$ cat config.mk
export PLATFORM = sky130hd
export DESIGN_NAME = out_port_fifo
export DESIGN_NICKNAME = d
export VERILOG_FILES = /design/src/rtl/out_port_fifo.sv
export SDC_FILE = /design/constraint.sdc
export NUM_CORES = 1
export LEC_CHECK = 0
export CORE_MARGIN = 10
export CORE_UTILIZATION = 50
export DETAILED_ROUTE_END_ITERATION = 16
export GPL_TIMING_DRIVEN = 0
export PLACE_DENSITY = 0.81
export SETUP_SLACK_MARGIN = 0.5
export SKIP_CTS_REPAIR_TIMING = 1
export SYNTH_ARGS = -nofsm -noshare
export SYNTH_HDL_FRONTEND = slang
export SYNTH_SLANG_ARGS = --single-unit
$ cat constraint.sdc
create_clock -name clk -period 4.8 [get_ports clk]
set_input_delay 0.72 -clock clk [delete_from_list [all_inputs] [get_ports clk]]
set_output_delay 0.72 -clock clk [all_outputs]
set_load 0.03 [all_outputs]
$ cat src/rtl/out_port_fifo.sv
// out_port_fifo: output-port buffer between the CPU write-back stage and the
// external O_Port pins. Circular-buffer FIFO with a fall-through valid/ready
// output. O_Port holds the last consumed value while the queue is empty.
// Optional sticky overflow flag enabled by defining OUTFIFO_OVF_EN; without it
// ovf is tied low and dropped writes are discarded silently.
module out_port_fifo #(
   parameter int unsigned DEPTH = 4,
   parameter int unsigned WIDTH = 8
) (
   input  logic             clk,
   input  logic             rstn,
   input  logic             out_we,
   input  logic [WIDTH-1:0] out_data,
   output logic [WIDTH-1:0] O_Port,
   output logic             o_valid,
   input  logic             o_ready,
   output logic             full,
   output logic             ovf,
   input  logic             ovf_clr
);

   localparam int unsigned AW = $clog2(DEPTH);
   localparam int unsigned PW = AW + 1;

   logic [WIDTH-1:0] mem [DEPTH];
   logic [PW-1:0]    wr_ptr;
   logic [PW-1:0]    rd_ptr;
   logic [PW-1:0]    count;
   logic [WIDTH-1:0] last_q;
   logic             empty;
   logic             push;
   logic             pop;

   // Occupancy and handshake decode from the registered pointers only
   always_comb begin
      count   = wr_ptr - rd_ptr;
      empty   = (count == '0);
      full    = (count == PW'(DEPTH));
      o_valid = !empty;
      pop     = o_valid & o_ready;
      push    = out_we & (!full | pop);
      O_Port  = o_valid ? mem[rd_ptr[AW-1:0]] : last_q;
   end

   // Pointer and last-value registers; reset flushes any queued data
   always_ff @(posedge clk or negedge rstn) begin
      if (!rstn) begin
         wr_ptr <= '0;
         rd_ptr <= '0;
         last_q <= '0;
      end else begin
         if (push) begin
            wr_ptr <= wr_ptr + PW'(1);
         end
         if (pop) begin
            rd_ptr <= rd_ptr + PW'(1);
            last_q <= mem[rd_ptr[AW-1:0]];
         end
      end
   end

   // Buffer storage; contents after reset are don't-care
   always_ff @(posedge clk) begin
      if (push) begin
         mem[wr_ptr[AW-1:0]] <= out_data;
      end
   end

`ifdef OUTFIFO_OVF_EN
   logic drop;
   logic ovf_q;

   assign drop = out_we & full & !pop;
   assign ovf  = ovf_q;

   // Sticky overflow flag; a drop in the same cycle as a clear keeps it set
   always_ff @(posedge clk or negedge rstn) begin
      if (!rstn) begin
         ovf_q <= 1'b0;
      end else if (drop) begin
         ovf_q <= 1'b1;
      end else if (ovf_clr) begin
         ovf_q <= 1'b0;
      end
   end
`else
   logic unused_ovf_clr;

   assign ovf            = 1'b0;
   assign unused_ovf_clr = ovf_clr;
`endif

endmodule

Word-level counts from Yosys, hierarchy flattened
Memories as Yosys holds them, arrays and structs flattened.
Cells that the tools add are included.

word-level totals
  RAM bits = 32
  memories = 1
  input bits = 13
  word-level logic and storage cells = 17
  bits in registers = 14
  output and inout port bits = 11

memories
  name  words  bits a word  read ports  clocked after Yosys merged registers in  write ports  line  text
  mem   4      8            1           0                                        1            25    logic [WIDTH-1:0] mem [DEPTH];

operators by class
  add/subtract/negate cells = 3
  bitwise operators = 3
  muxes and demuxes = 3
  eq/ne operators = 1
  reductions and logical operators = 3

operator list
  operator                                      number
  two-way mux 8 bit                             1
  adder 3 x 1 -> 3 bit (second input constant)  2
  == test 3 bit (second input constant)         1
  zero test 3 bit                               1
  subtractor 3 bit                              1
  bitwise AND 1 bit                             2
  zero test 1 bit                               2
  two-way mux 1 bit                             2
  OR 1 bit                                      1

Depth between registers and ports, before layout
Gate-level depths: netlist of the first run.

  depth after elaboration = 8
  mapped depth = 7
  mapped depth without buffers = 6

Worst setup path after synthesis of the first run
Ideal clock, no wire load.

  path type = reg2out
  start point = reg rd_ptr[1]
  end point = out O_Port[0]
  arrival time = 1.907 ns
  path buffers = 1
  setup slack = 2.173 ns
  cell stages (with the launch flop) = 8
  cell sequence = dfrtp_1 > clkbuf_1 > inv_1 > ha_1 > nor2b_1 > xnor2_2 > nor2_4 > mux2_2

between the ends
  longest elaborated chain between the ends = 3
  elaborated cells between the ends (all ways) = 4

RTL lines
  what                      line  text
  start: declaration        27    logic [PW-1:0] rd_ptr;
  start signal: assignment  56    rd_ptr <= rd_ptr + PW'(1);
  subtractor 3 bit          36    count = wr_ptr - rd_ptr;
  zero test 3 bit           37    empty = (count == '0);
  two-way mux 8 bit (*)     42    O_Port = o_valid ? mem[rd_ptr[AW-1:0]] : last_q;
  end: declaration          14    output logic [WIDTH-1:0] O_Port,

Mark *: on every way between the ends. The rest lies on a longest branch, timed or not.

Worst setup path after layout of the first run
  start point = reg rd_ptr[1]
  end point = out O_Port[7]

Same word-level chain as after synthesis.

==> results of run 1 <==
kinds of logic (layout without fill, tap and decap cells):
kind of cell	after synthesis	in the layout	share of synthesized area
adder cells (fa/ha/maj)	7	7	0.0439
multiplexers	26	26	0.194
XOR/XNOR	7	7	0.0383
AO/OA/AOI/OAI	4	4	0.0251
buffers and inverters	8	37	0.0176
flip-flops	46	46	0.657
other	1	1	0.00188
AND/OR/NAND/NOR	7	7	0.0220
registers in the layout, summed over array words and instances (netlist names):
signal,flops
mem,32
last_q,8
rd_ptr,3
wr_ptr,3
cell usage in the layout, fill, tap and decap left out, drive strengths merged:
cell / instances
nand2: 1
dfrtp: 14
o31a: 1
and2: 3
buf: 1
mux2: 18
inv: 5
o311ai: 1
clkdlybuf4s50: 21
o211ai: 1
ha: 7
xnor2: 6
nor2b: 1
mux4: 8
o21ai: 1
clkbuf: 8
nor2: 2
xor2: 1
edfxtp: 32
clkinv: 2
conb: 1
worst max-delay path: stages (launching register included):
cell and delay (ns):
dfrtp_1 0.36, clkbuf_1 0.45, inv_1 0.10, ha_1 0.20, nor2b_1 0.25, xnor2_2 0.16, nor2_4 0.28, mux2_2 0.39
clkdlybuf4s50_1 0.60
layout make-up:
type / count / area, um^2 / share of cell area
Sequential cell: 46 / 1310 / 0.559
Multi-Input combinational cell: 52 / 648 / 0.276
Timing Repair Buffer: 21 / 210 / 0.0896
Clock buffer: 6 / 72.6 / 0.0309
Tap cell: 48 / 60.1 / 0.0256
Inverter: 5 / 18.8 / 0.00800
Buffer: 3 / 16.3 / 0.00693
Clock inverter: 2 / 8.76 / 0.00373
worst min-delay path by stage:
stage	start	to	slack, ns	cells past startpoint
after CTS	last_q[2]	last_q[2]	0.51	1
after global routing	last_q[3]	last_q[3]	0.54	1
final	last_q[5]	last_q[5]	0.50	1
after global placement	last_q[2]	last_q[2]	0.48	1
after detailed placement	last_q[2]	last_q[2]	0.49	1
after floorplan	rstn	last_q[0]	0.42	0
per-stage QoR:
step | hold WS (ns) | std cells
global route | 0.536 | 183
global placement | 0.481 | 175
finish | 0.503 | 183
detailed placement | 0.490 | 175
CTS | 0.507 | 183
floorplan | 0.424 | 106
layer usage:
metal  share of wire  wire length [um]  GRT usage
met1            0.40              1290      0.105
met2            0.54              1710      0.169
met3           0.055               176     0.0342
met4          0.0066                21     0.0323
met5               0                 0          0
==> impl_metrics.ini, run 1 <==
[timing]
skew_ns = 0.00535
fin_crit_ns = 3.81
finalCritPeriodShare = 0.793
final-hold-violation-count = 0
slew_headroom = 0.553
fmax_mhz = 263
setup_violations = 0
setup_tns_ns = 0
rsz0062_at_grt = false
worst_slew_pin_slew_ns = 0.668
final_max_slew_viol_count = 0
worst_slack_ns = 0.992

[floorplan]
row_count = 22
start_util = 0.529
dieArea_um2 = 6910
core_region_area_um2 = 3770
fp.dieW_um = 83.2
pin_count = 24
fp.dieH_um = 83.2

[detailed_routing]
drc = 0
wl_per_cell_um = 17.5
routed_via_density = 5.23
vias = 958
postRouteAntennaNets = 0
initialDrtViolationCount = 52
first_pass_iters = 4
drt_wl_total_um = 3200

[synth]
ys_warn_count = 0
synth_top_area_frac = 0.482
async_reset_ff_frac = 0.304
syn_area_um2 = 1990
syn_nets = 126
synth-seq-cells = 46
synth_flop_cell = edfxtp_1
synth_top_area_cell = edfxtp_1
synth_seq_area_share = 0.657
synth.most_common_cell = edfxtp_1
synthCells = 106
syn_area_per_cell_um2 = 18.8
synth-edff-count = 32
synth_cell_type_count = 23
synth_common_cells = edfxtp_1 (32), mux2_2 (17), dfrtp_1 (14)
synthTopCellsByArea = edfxtp_1 (48%), dfrtp_1 (18%), mux2_2 (9.6%), mux4_2 (9.0%), ha_1 (4.4%)

[grt]
grt_pass1_wl_um = 5420
track_usage = 0.0964
gr-total-overflow = 0
antenna_found_initial = 0
grt_max_degree = 15
grt_pass1_vias = 1087

[critical_path]
rr_endpoint = mem[2][7]
end_kind = output pin
r2r-start = rd_ptr[1]
crit_type = reg -> out
crit_arrival_ns = 3.09
crit_end = O_Port[7]
worstSetupStartpointType = flop
critPathMaxFanout = 10
reg2reg_slack_ns = 2.14
crit_required_ns = 4.08
r2r_cells = 7
startpoint = rd_ptr[1]

[placement]
port_buffers = 21
gp_congestion = 0.734
dpl_cell_area_um2 = 2260
preCtsSetupSlack_ns = 1.29
dp.final_hpwl_um = 2300

[outcome]
outcome = finished, final reports clean

[cts]
htreeDepth = 2
numClockSinks = 46
clock_path_buffers = 2
path_clk_slew_ns = 0.08
cts-root-buf = clkbuf_8
clock_latency_ns = 0.29
cts_inserted_buffers = 5
cts_tree = built

[cells_and_area]
postLayoutCellArea_um2 = 2350
drive_above_1_share = 0.296
nNetsFinal = 154
fill_cells = 256
utilization = 0.622
areaGrowthSynthToFinish_pct = 17.6
insertedDiodeCount = 0

[hold_path]
hp-class = reg -> reg

[run]
cap_violations = 0
Power of run 1 is left out: the tool's default activity adds up to more than one toggle a clock period on the data nets, which glitch-free logic cannot reach.
==> inputs of run 2 (changes only) <==
--- a/config.mk
+++ b/config.mk
@@ -6,10 +6,10 @@
 export NUM_CORES = 1
 export LEC_CHECK = 0
 export CORE_MARGIN = 10
-export CORE_UTILIZATION = 50
+export CORE_UTILIZATION = 49
 export DETAILED_ROUTE_END_ITERATION = 16
 export GPL_TIMING_DRIVEN = 0
-export PLACE_DENSITY = 0.81
+export PLACE_DENSITY = 0.82
 export SETUP_SLACK_MARGIN = 0.5
 export SKIP_CTS_REPAIR_TIMING = 1
 export SYNTH_ARGS = -nofsm -noshare
==> constraint.sdc (replaced) <==
create_clock -name clk -period 3.5 [get_ports clk]
set_input_delay 0.525 -clock clk [delete_from_list [all_inputs] [get_ports clk]]
set_output_delay 0.525 -clock clk [all_outputs]
set_load 0.03 [all_outputs]
==> run 2 against run 1 <==
Register-to-register slack got worse by 0.97 ns. Clock-buffer cell count unchanged. Critical endpoint is now O_Port[2]. Largest cell class unchanged. Setup slack got worse by 0.37 ns. Global-route usage increased by 0.29 points.
==> impl_metrics.ini, run 2 (synthesized netlist as in run 1, its figures left out) <==
[cells_and_area]
largest_reg_flops = 32
postLayoutCellArea_um2 = 2430
layout.cells.non_filler = 188
drive_above_1_share = 0.333
fill_cells = 290
areaGrowthSynthToFinish_pct = 21.8
final_common_cell = edfxtp_1
layout_common_cells = edfxtp_1 (32), mux2_2 (17), dfrtp_1 (14), clkdlybuf4s50_1 (12), dlymetal6s2s_1 (9)
insertedDiodeCount = 0
nNetsFinal = 157

[grt]
track_usage = 0.0993
antenna_found_initial = 0
met1_usage = 0.0902
busiest_layer = met2
grt_pass1_vias = 1096
grt_use_met3 = 0.0400
grt_max_degree = 15
grt_util_met2 = 0.184
gr-total-overflow = 0
grt_pass1_wl_um = 5370

[timing]
final_max_slew_viol_count = 0
slew_headroom = 0.549
final-hold-violation-count = 0
fin_crit_ns = 2.87
setup_violations = 0
finalCritPeriodShare = 0.821
worst_slew_pin_slew_ns = 0.674
skew_ns = 0.00626
setup_tns_ns = 0
rsz0062_at_grt = false
fmax_mhz = 348

[cts]
clock_path_buffers = 2
numClockSinks = 46
clock_latency_ns = 0.29
cts-root-buf = clkbuf_8
cts_tree = built
htreeDepth = 2
cts_inserted_buffers = 5
path_clk_slew_ns = 0.08

[run]
cap_violations = 0

[floorplan]
fp.dieW_um = 83.8
core_region_area_um2 = 3970
row_count = 23
pin_count = 24
fp.dieH_um = 83.8
start_util = 0.502
dieArea_um2 = 7020

[detailed_routing]
initialDrtViolationCount = 62
vias = 995
wl_per_cell_um = 18.7
routed_via_density = 5.29
drt_wl_total_um = 3520
first_pass_iters = 2
postRouteAntennaNets = 0
drc = 0

[critical_path]
slowest_delay_ns = 0.39
crit_type = reg -> out
crit_required_ns = 2.97
worstSetupStartpointType = flop
critPathMaxFanout = 10
cp_slowest_cell = dfrtp_1
cp_cell_sequence = buf_6 > inv_1 > ha_1 > nor2b_2 > xnor2_2 > nor2_4 > clkbuf_2 > mux2_2 > dlymetal6s2s_1
crit_arrival_ns = 2.35
crit_buf_inv = 4
end_kind = output pin
crit_family = buffers and inverters

[hold_path]
hp-class = reg -> reg

[placement]
port_buffers = 21
dp_cells = 177
dpl_cell_area_um2 = 2270
dp.final_hpwl_um = 2480
gp_congestion = 0.715

[outcome]
outcome = finished, final reports clean
run 2: area by class of cell:
cell class              count  area (um^2)  area share
clock buffers               6         72.6      0.0299
flip-flops and latches     46         1310       0.540
inverters                   5         18.8     0.00772
clock inverters             2         37.5      0.0154
well taps                  50         62.6      0.0257
plain buffers               3         23.8     0.00978
repair buffers             24          253       0.104
multi-input cells          52          651       0.268
run 2: stage by stage:
stage	hold WS (ns)	setup WS, ns	utilization
floorplan	0.229	1.07	-
global placement	0.481	0.233	0.571
detailed placement	0.491	0.131	0.571
CTS	0.509	-0.260	0.599
global route	0.519	0.509	0.612
finish	0.507	0.626	0.612
run 2: routing by layer:
metal / vias up / routed length (um)
met5: - / 0
met4: 0 / 62
met3: 6 / 140
met2: 23 / 1970
met1: 510 / 1350
li1: 456 / -
run 2: path summary, 6_finish.rpt:
check	from	end	slack, ns	depth (start not counted)
max	rd_ptr[1]	O_Port[2]	0.63	9
max reg2reg	rd_ptr[1]	mem[0][0]	1.17	7
min	last_q[5]	last_q[5]	0.51	1
min reg2reg	last_q[5]	last_q[5]	0.51	1
max in group asynchronous	rstn	last_q[2]	2.43	1
min in group asynchronous	rstn	wr_ptr[0]	0.64	1
Power of run 2 is left out for the same reason.
==> inputs of run 3 (changes only) <==
--- a/config.mk
+++ b/config.mk
@@ -6,10 +6,10 @@
 export NUM_CORES = 1
 export LEC_CHECK = 0
 export CORE_MARGIN = 10
-export CORE_UTILIZATION = 49
+export CORE_UTILIZATION = 50
 export DETAILED_ROUTE_END_ITERATION = 16
 export GPL_TIMING_DRIVEN = 0
-export PLACE_DENSITY = 0.82
+export PLACE_DENSITY = 0.81
 export SETUP_SLACK_MARGIN = 0.5
 export SKIP_CTS_REPAIR_TIMING = 1
 export SYNTH_ARGS = -nofsm -noshare
==> constraint.sdc (replaced) <==
create_clock -name clk -period 2.9 [get_ports clk]
set_input_delay 0.435 -clock clk [delete_from_list [all_inputs] [get_ports clk]]
set_output_delay 0.435 -clock clk [all_outputs]
set_load 0.03 [all_outputs]
==> run 3 against run 2 <==
Core utilization up 5.2 points. Design area up 3.0%. Critical path type unchanged. Largest cell class unchanged. Critical endpoint is now O_Port[7]. Cell count up 1.6%. Flip-flop and latch count unchanged.
==> impl_metrics.ini, run 3 (synthesized netlist as in run 1, its figures left out) <==
[critical_path]
slowest_delay_ns = 0.39
startpoint = rd_ptr[1]
crit_type = reg -> out
crit_buf_inv = 4
crit_required_ns = 2.47
crit_arrival_ns = 2.10
rr_endpoint = mem[0][5]
worstSetupStartpointType = flop
cp_cell_sequence = buf_6 > inv_4 > ha_4 > nor2b_4 > xnor2_2 > nor2_4 > buf_12 > mux2_2 > buf_2
r2r_cells = 8
cp_slowest_cell = dfrtp_1
r2r-start = rd_ptr[1]
reg2reg_slack_ns = 0.62
critPathMaxFanout = 5
crit_family = buffers and inverters
critical_path_depth = 9
end_kind = output pin

[floorplan]
fp.dieH_um = 83.2
fp.dieW_um = 83.2
dieArea_um2 = 6910
core_region_area_um2 = 3770
start_util = 0.529
pin_count = 24
row_count = 22

[grt]
track_usage = 0.0964
grt_pass1_wl_um = 5420
gr-total-overflow = 0
antenna_found_initial = 0
grt_pass1_vias = 1087
grt_max_degree = 15

[hold_path]
min_to = last_q[6]
worstHoldPathCells = 1
holdCritStartpoint = last_q[6]
hp-class = reg -> reg

[timing]
slew_headroom = 0.554
worst_slew_pin_slew_ns = 0.667
setup_violations = 0
final-hold-violation-count = 0
finalCritPeriodShare = 0.873
skew_ns = 0.00527
rsz0062_at_grt = true
fmax_mhz = 395
final_max_slew_viol_count = 0
fin_crit_ns = 2.53

[placement]
dp.final_hpwl_um = 2300
gp_congestion = 0.734
port_buffers = 21

[cells_and_area]
areaGrowthSynthToFinish_pct = 25.5
insertedDiodeCount = 0
layout_common_cells = edfxtp_1 (32), dfrtp_1 (13), mux2_2 (11), clkdlybuf4s50_1 (11)
nNetsFinal = 162
largest_reg_flops = 32
utilization = 0.664
final_common_cell = edfxtp_1
drive_above_1_share = 0.441

[cts]
clock_path_buffers = 2
clock_latency_ns = 0.29
cts_tree = built
cts_inserted_buffers = 5
htreeDepth = 2
numClockSinks = 46
path_clk_slew_ns = 0.08
cts-root-buf = clkbuf_8

[detailed_routing]
drt_wl_total_um = 3480
initialDrtViolationCount = 40
drc = 0
wl_per_cell_um = 18.2
postRouteAntennaNets = 0
first_pass_iters = 4
vias = 1014
routed_via_density = 5.31

[outcome]
outcome = finished, final reports clean

[run]
cap_violations = 0
run 3: cell types whose count changed in the layout (fill, tap and decap cells not counted), moves of 4 or more:
cell,previous run,this run
buf_4,3,7
buf_6,1,8
dlymetal6s2s_1,9,2
mux2_2,17,11
mux2_4,1,7
run 3: area by class of cell:
type	count	area (um^2)
Buffer	3	26.3
Clock buffer	6	72.6
Clock inverter	2	8.76
Fill cell	237	1270
Inverter	5	21.3
Multi-Input combinational cell	52	693
Sequential cell	46	1310
Tap cell	48	60.1
Timing Repair Buffer	29	309
run 3: worst register-to-register path, delay by kind of cell, from the launching register on:
kind / cells / cell delay, ns
AOI/OAI and AO/OA: 1 / 0.25
xor gates and xnor gates: 1 / 0.31
adders and majority gates: 1 / 0.15
and+or+nand+nor: 2 / 0.55
DFF: 1 / 0.39
buffers and inverters: 3 / 0.30
run 3: worst max path at each step:
stage | to | slack, ns
2_1_floorplan | O_Port[0] | 0.56
3_3_place_gp | O_Port[3] | -0.29
3_5_place_dp | O_Port[4] | -0.32
4_1_cts | O_Port[4] | -0.65
5_1_grt | O_Port[7] | 0.30
6_report | O_Port[7] | 0.37
run 3: metal layers:
metal,GRT usage,wire [um]
met1,0.105,1350
met2,0.169,1870
met3,0.0342,196
met4,0.0323,64
met5,0,0
run 3: metrics by stage:
stage               worst slack, ns  instances  area, um^2  hold slack [ns]  TNS [ns]
CTS                          -0.650        183        2350            0.507     -5.55
finish                        0.369        191        2500            0.507         0
global route                  0.300        191        2500            0.538         0
detailed placement           -0.323        175        2260            0.490     -2.43
floorplan                     0.558        106        1990            0.139         0
global placement             -0.293        175        2260            0.481     -2.25
Power of run 3 is left out for the same reason.
